--- src/rtl/imem_pkg.sv ---
// Shared definitions for the instruction-memory arbiter: default memory
// geometry, the NOP returned for out-of-range fetches, and the arbiter
// state encoding.
package imem_pkg;

  localparam int unsigned IMEM_ADDR_W_DEF = 8;

  // RISC-V canonical NOP (addi x0, x0, 0)
  localparam logic [31:0] IMEM_NOP = 32'h0000_0013;

  typedef enum logic [1:0] {
    ST_IDLE  = 2'd0,  // no grant issued last cycle
    ST_FETCH = 2'd1,  // fetch granted last cycle
    ST_LOAD  = 2'd2,  // loader granted last cycle
    ST_FAIR  = 2'd3   // loader budget spent, next contested cycle is fetch's
  } imem_state_e;

endpackage

--- src/rtl/imem_arb_ctrl.sv ---
// Instruction-memory port arbiter between the CPU fetch stage and a
// program loader, in front of a single-port synchronous SRAM.
// Optional feature macro: IMEM_LOAD_EN enables the loader write port,
// its burst limiter and the FAIR state. Without it every fetch_req is
// granted and the loader port is inert.
module imem_arb_ctrl
  import imem_pkg::*;
#(
  parameter int unsigned ADDR_W       = IMEM_ADDR_W_DEF,
  parameter int unsigned MAX_LD_BURST = 4
) (
  input  logic              clk,
  input  logic              rst,
  input  logic [31:0]       PCF,
  input  logic              fetch_req,
  output logic              fetch_gnt,
  output logic              fetch_rvalid,
  output logic [31:0]       fetch_rdata,
  input  logic              ld_req,
  input  logic [31:0]       ld_addr,
  input  logic [31:0]       ld_wdata,
  output logic              ld_gnt,
  output logic              mem_en,
  output logic              mem_we,
  output logic [ADDR_W-1:0] mem_addr,
  output logic [31:0]       mem_wdata,
  input  logic [31:0]       mem_rdata
);

  // True when a byte address falls inside the 2**ADDR_W word memory
  function automatic logic addr_in_range(input logic [31:0] a);
    return ~|(a >> (ADDR_W + 2));
  endfunction

  imem_state_e state_q;
  logic        rvalid_q;
  logic        nop_q;
  logic [31:0] hold_q;

  logic        fetch_gnt_s;
  logic        ld_gnt_s;
  logic        fetch_in_rng_s;
  logic        ld_in_rng_s;
  logic        mem_en_s;
  logic        mem_we_s;
  logic [ADDR_W-1:0] mem_addr_s;
  logic [31:0] mem_wdata_s;
  logic [31:0] fetch_rdata_s;

  assign fetch_in_rng_s = addr_in_range(PCF);
  assign ld_in_rng_s    = addr_in_range(ld_addr);

`ifdef IMEM_LOAD_EN
  localparam int unsigned BW = $clog2(MAX_LD_BURST + 1);

  logic [BW-1:0] burst_q;
  logic          burst_sat_s;
  logic          burst_last_s;

  assign burst_sat_s  = (burst_q == BW'(MAX_LD_BURST));
  assign burst_last_s = ((burst_q + BW'(1)) == BW'(MAX_LD_BURST));

  // Loader wins unless it has used its whole budget while fetch waits
  always_comb begin
    fetch_gnt_s = 1'b0;
    ld_gnt_s    = 1'b0;
    if (rst) begin
      fetch_gnt_s = 1'b0;
      ld_gnt_s    = 1'b0;
    end else if (ld_req && !(burst_sat_s && fetch_req)) begin
      ld_gnt_s = 1'b1;
    end else if (fetch_req) begin
      fetch_gnt_s = 1'b1;
    end else begin
      fetch_gnt_s = 1'b0;
    end
  end

  // Burst budget: counts loader grants that made fetch wait
  always_ff @(posedge clk or posedge rst) begin
    if (rst) begin
      burst_q <= {BW{1'b0}};
    end else if (fetch_gnt_s || !fetch_req) begin
      burst_q <= {BW{1'b0}};
    end else if (ld_gnt_s) begin
      burst_q <= burst_q + BW'(1);
    end else begin
      burst_q <= burst_q;
    end
  end

  // Arbiter state machine: records last grant and the fairness hand-off
  always_ff @(posedge clk or posedge rst) begin
    if (rst) begin
      state_q <= ST_IDLE;
    end else begin
      case (state_q)
        ST_FAIR: begin
          if (fetch_gnt_s)     state_q <= ST_FETCH;
          else if (!fetch_req) state_q <= ST_IDLE;
          else                 state_q <= ST_FAIR;
        end
        default: begin
          if (fetch_gnt_s)                          state_q <= ST_FETCH;
          else if (ld_gnt_s && fetch_req && burst_last_s) state_q <= ST_FAIR;
          else if (ld_gnt_s)                        state_q <= ST_LOAD;
          else                                      state_q <= ST_IDLE;
        end
      endcase
    end
  end
`else
  logic [31:0] unused_maxb_s;
  logic        unused_s;

  assign unused_maxb_s = 32'(MAX_LD_BURST);
  assign unused_s      = ^{ld_req, unused_maxb_s};

  assign fetch_gnt_s = fetch_req && !rst;
  assign ld_gnt_s    = 1'b0;

  // Arbiter state machine: fetch-only, tracks whether fetch was granted
  always_ff @(posedge clk or posedge rst) begin
    if (rst) begin
      state_q <= ST_IDLE;
    end else begin
      case (state_q)
        default: begin
          if (fetch_gnt_s) state_q <= ST_FETCH;
          else             state_q <= ST_IDLE;
        end
      endcase
    end
  end
`endif

  // Memory port steering; out-of-range accesses never enable the SRAM
  always_comb begin
    mem_en_s    = 1'b0;
    mem_we_s    = 1'b0;
    mem_addr_s  = {ADDR_W{1'b0}};
    mem_wdata_s = 32'h0000_0000;
    if (fetch_gnt_s) begin
      mem_en_s   = fetch_in_rng_s;
      mem_addr_s = PCF[ADDR_W+1:2];
    end else if (ld_gnt_s) begin
      mem_en_s    = ld_in_rng_s;
      mem_we_s    = ld_in_rng_s;
      mem_addr_s  = ld_addr[ADDR_W+1:2];
      mem_wdata_s = ld_wdata;
    end else begin
      mem_en_s = 1'b0;
    end
  end

  // Returned word: SRAM data or NOP in the valid cycle, else held value
  always_comb begin
    fetch_rdata_s = hold_q;
    if (rvalid_q) begin
      fetch_rdata_s = nop_q ? IMEM_NOP : mem_rdata;
    end else begin
      fetch_rdata_s = hold_q;
    end
  end

  // One-cycle read-return pipeline; reset drops any read in flight
  always_ff @(posedge clk or posedge rst) begin
    if (rst) begin
      rvalid_q <= 1'b0;
      nop_q    <= 1'b0;
      hold_q   <= 32'h0000_0000;
    end else begin
      rvalid_q <= fetch_gnt_s;
      nop_q    <= fetch_gnt_s && !fetch_in_rng_s;
      hold_q   <= fetch_rdata_s;
    end
  end

  assign fetch_gnt    = fetch_gnt_s;
  assign ld_gnt       = ld_gnt_s;
  assign mem_en       = mem_en_s;
  assign mem_we       = mem_we_s;
  assign mem_addr     = mem_addr_s;
  assign mem_wdata    = mem_wdata_s;
  assign fetch_rvalid = rvalid_q;
  assign fetch_rdata  = fetch_rdata_s;

endmodule

--- config.mk ---
export PLATFORM = sky130hd
export DESIGN_NAME = imem_arb_ctrl
export DESIGN_NICKNAME = d
export VERILOG_FILES = /design/src/rtl/imem_pkg.sv /design/src/rtl/imem_arb_ctrl.sv
export SDC_FILE = /design/constraint.sdc
export NUM_CORES = 1
export LEC_CHECK = 0
export BUFFER_PORTS_ARGS = -buffer_cell sky130_fd_sc_hd__buf_2
export CORE_MARGIN = 4
export CORE_UTILIZATION = 30
export CTS_CLUSTER_SIZE = 30
export DETAILED_ROUTE_END_ITERATION = 8
export PLACE_DENSITY = 0.75
export SKIP_LAST_GASP = 1
export SYNTH_ARGS = -nofsm -noshare
export SYNTH_HDL_FRONTEND = slang
export SYNTH_SLANG_ARGS = --single-unit
--- constraint.sdc ---
create_clock -name clk -period 2 [get_ports clk]
set_input_delay 0.4 -clock clk [delete_from_list [all_inputs] [get_ports clk]]
set_output_delay 0.4 -clock clk [all_outputs]
set_load 0.01 [all_outputs]
==> impl_metrics.json <==
{
  "status": "completed",
  "post-cts-setup-buffers": 0,
  "cts_buffers": 5,
  "postCtsHoldBufs": 0,
  "grt_antenna_before_repair": 0,
  "wirelength_mm": 4.08,
  "report.final.hold_viol_count": 0,
  "die_width_um": 83.8,
  "finalSetupViolations": 0,
  "ys_types": 21,
  "post-route-min-period_ns": 1.81,
  "required_ns": 1.60,
  "grt_pass1_vias": 1414,
  "grt_usage_pct": 11.2,
  "period_share_pct": 90.3,
  "ys_seq_elements": 34,
  "drcViolationCount": 0,
  "fmax_ghz": 0.554,
  "drv_cap": 0,
  "ctsResizeCount": 0,
  "power.density_nw_per_um2": 744,
  "clockBufferDepth": 2,
  "port_buffers": 107,
  "clock_latency_ns": 0.28,
  "die_area_um2": 7010,
  "final.setup_skew_ns": 0.00720,
  "dp_hpwl_mm": 3.34,
  "clk_pin_slew_ns": 0.07,
  "initial_core_util_pct": 31.1,
  "timing.hold.ws_ns": 0.318,
  "fin_setup_tns_ns": 0,
  "yosysSeqAreaShare_pct": 49.4,
  "grt_pass1_wl_mm": 6.35,
  "drtAntennaViolNets": 0,
  "avgViaCountPerCell": 4.07,
  "grt_max_degree": 35,
  "io_pins": 209,
  "via_count": 1509,
  "globalRoute.totalOverflow": 0,
  "arrival_ns": 1.41,
  "nets": 430,
  "coreArea_um2": 5540,
  "slew_viol_final": 0,
  "htreeDepth": 2,
  "cp-start-kind": "flop",
  "cts_sinks": 34,
  "rsz0062_at_grt": "false",
  "syn-cell-area_um2": 1720,
  "drt_iter0_markers": 32,
  "cts_root_buf": "clkbuf_8",
  "die_h_um": 83.8,
  "max-vdd-ir-drop_mv": 0.249,
  "power_leakage_uw": 0.00132,
  "layout-drive-gt1-share_pct": 40.8,
  "dr.pass1.iters": 4,
  "synth_warnings": 0,
  "path_class": "reg2out",
  "rows": 27,
  "place.gp.congestion": 0.729,
  "hp-class": "in2reg",
  "synthCells": 188,
  "wl_per_cell_um": 11.0,
  "antennaDiodeCount": 0,
  "avgSynthCellArea_um2": 9.16,
  "cp_max_fo": 27,
  "cts_tree": "done",
  "crit_path_end_kind": "primary output",
  "area_growth_pct": 32.9
}
## sequential cells by signal, indices dropped and copies added (netlist names)
name,cells
nop_q,1
hold_q,32
fetch_rvalid,1
## synthesized netlist by cell type (all sizes together)
| cell type | n | area share, % |
|---|---|---|
| conb | 1 | 0.22 |
| nor4 | 5 | 1.8 |
| buf | 39 | 18 |
| and3 | 8 | 2.9 |
| a311oi | 1 | 0.51 |
| nand2 | 27 | 5.9 |
| inv | 31 | 6.8 |
| nand2b | 1 | 0.36 |
| dfrtp | 34 | 49 |
| and4 | 2 | 1.0 |
| nor2b | 1 | 0.80 |
| nor2 | 2 | 0.44 |
| nand3b | 2 | 0.87 |
| o22a | 3 | 1.5 |
| clkbuf | 2 | 0.44 |
| o21ai | 29 | 8.9 |
## critical path, stage by stage (launching register included)
cell and delay, ns:
dfrtp_1 0.44, nor2b_4 0.15, buf_12 0.17, nand2_1 0.07, o21ai_0 0.11, buf_2 0.18
## metal layers
| layer | global-route usage (%) | up-vias | part of all wire [%] |
|---|---|---|---|
| met2 | 20.2 | 103 | 49 |
| li1 | - | 747 | - |
| met1 | 11.7 | 654 | 36 |
| met5 | 0 | - | 0 |
| met3 | 5.23 | 5 | 14 |
| met4 | 2.63 | 0 | 0.98 |
## logic make-up after synthesis
logic type | count (synthesis) | share of synthesized area, %
buffers and inverters | 72 | 25.4
AND/OR/NAND/NOR | 48 | 14.1
flip-flops | 34 | 49.4
AO/OA/AOI/OAI | 33 | 10.9
other | 1 | 0.218
## per-stage QoR
stage          cell area (um^2)  setup WS, ns  cells  util [%]  power [uW]
2_1_floorplan              1850        0.0790    221         -        1070
3_3_place_gp               2190         0.288    363      39.6        1190
6_report                   2290         0.194    371      41.3        1700
3_5_place_dp               2190         0.303    363      39.6        1200
5_1_grt                    2290        0.0658    371      41.3        1830
4_1_cts                    2290         0.148    371      41.3        1740
## cell type report
| cell class | instances | area (um^2) |
|---|---|---|
| fill | 564 | 3250 |
| sequential | 34 | 851 |
| timing repair buffer | 111 | 578 |
| multi-input combinational | 115 | 558 |
| inverter | 31 | 116 |
| tap | 72 | 90.1 |
| clock buffer | 6 | 82.6 |
| clock inverter | 2 | 12.5 |
## power by group
part / switching [uW] / total, uW / internal (uW)
clock network: 245 / 521 / 277
registers: 23.1 / 795 / 772
logic: 228 / 387 / 159
total: 495 / 1700 / 1210
## final timing paths
| check | start | slack [ns] | to | depth (start not counted) |
|---|---|---|---|---|
| setup / recovery | nop_q | 0.19 | fetch_rdata[7] | 5 |
| hold / removal | rst | 0.32 | nop_q | 2 |
| setup reg to reg | nop_q | 0.95 | hold_q[22] | 4 |
| hold reg to reg | hold_q[10] | 0.51 | hold_q[10] | 2 |
| max in group asynchronous | rst | 1.32 | hold_q[28] | 3 |
| min in group asynchronous | rst | 0.37 | hold_q[30] | 3 |
## cells in the final DEF, fill, tap and decap left out
master,instances
buf_2,107
nand3b_1,2
o21ai_0,15
inv_1,31
nand2b_1,1
a311oi_1,1
buf_12,1
nor4_1,5
and4_1,2
nor2_1,2
nand2_1,27
o21ai_2,2
clkinvlp_4,1
o22a_1,3
and3_1,8
o21ai_1,12
clkinv_2,1
conb_1,34
nor2b_4,1
dfrtp_1,34
clkbuf_8,6
buf_4,3
Note: power is estimated with default switching activity, not from simulation.
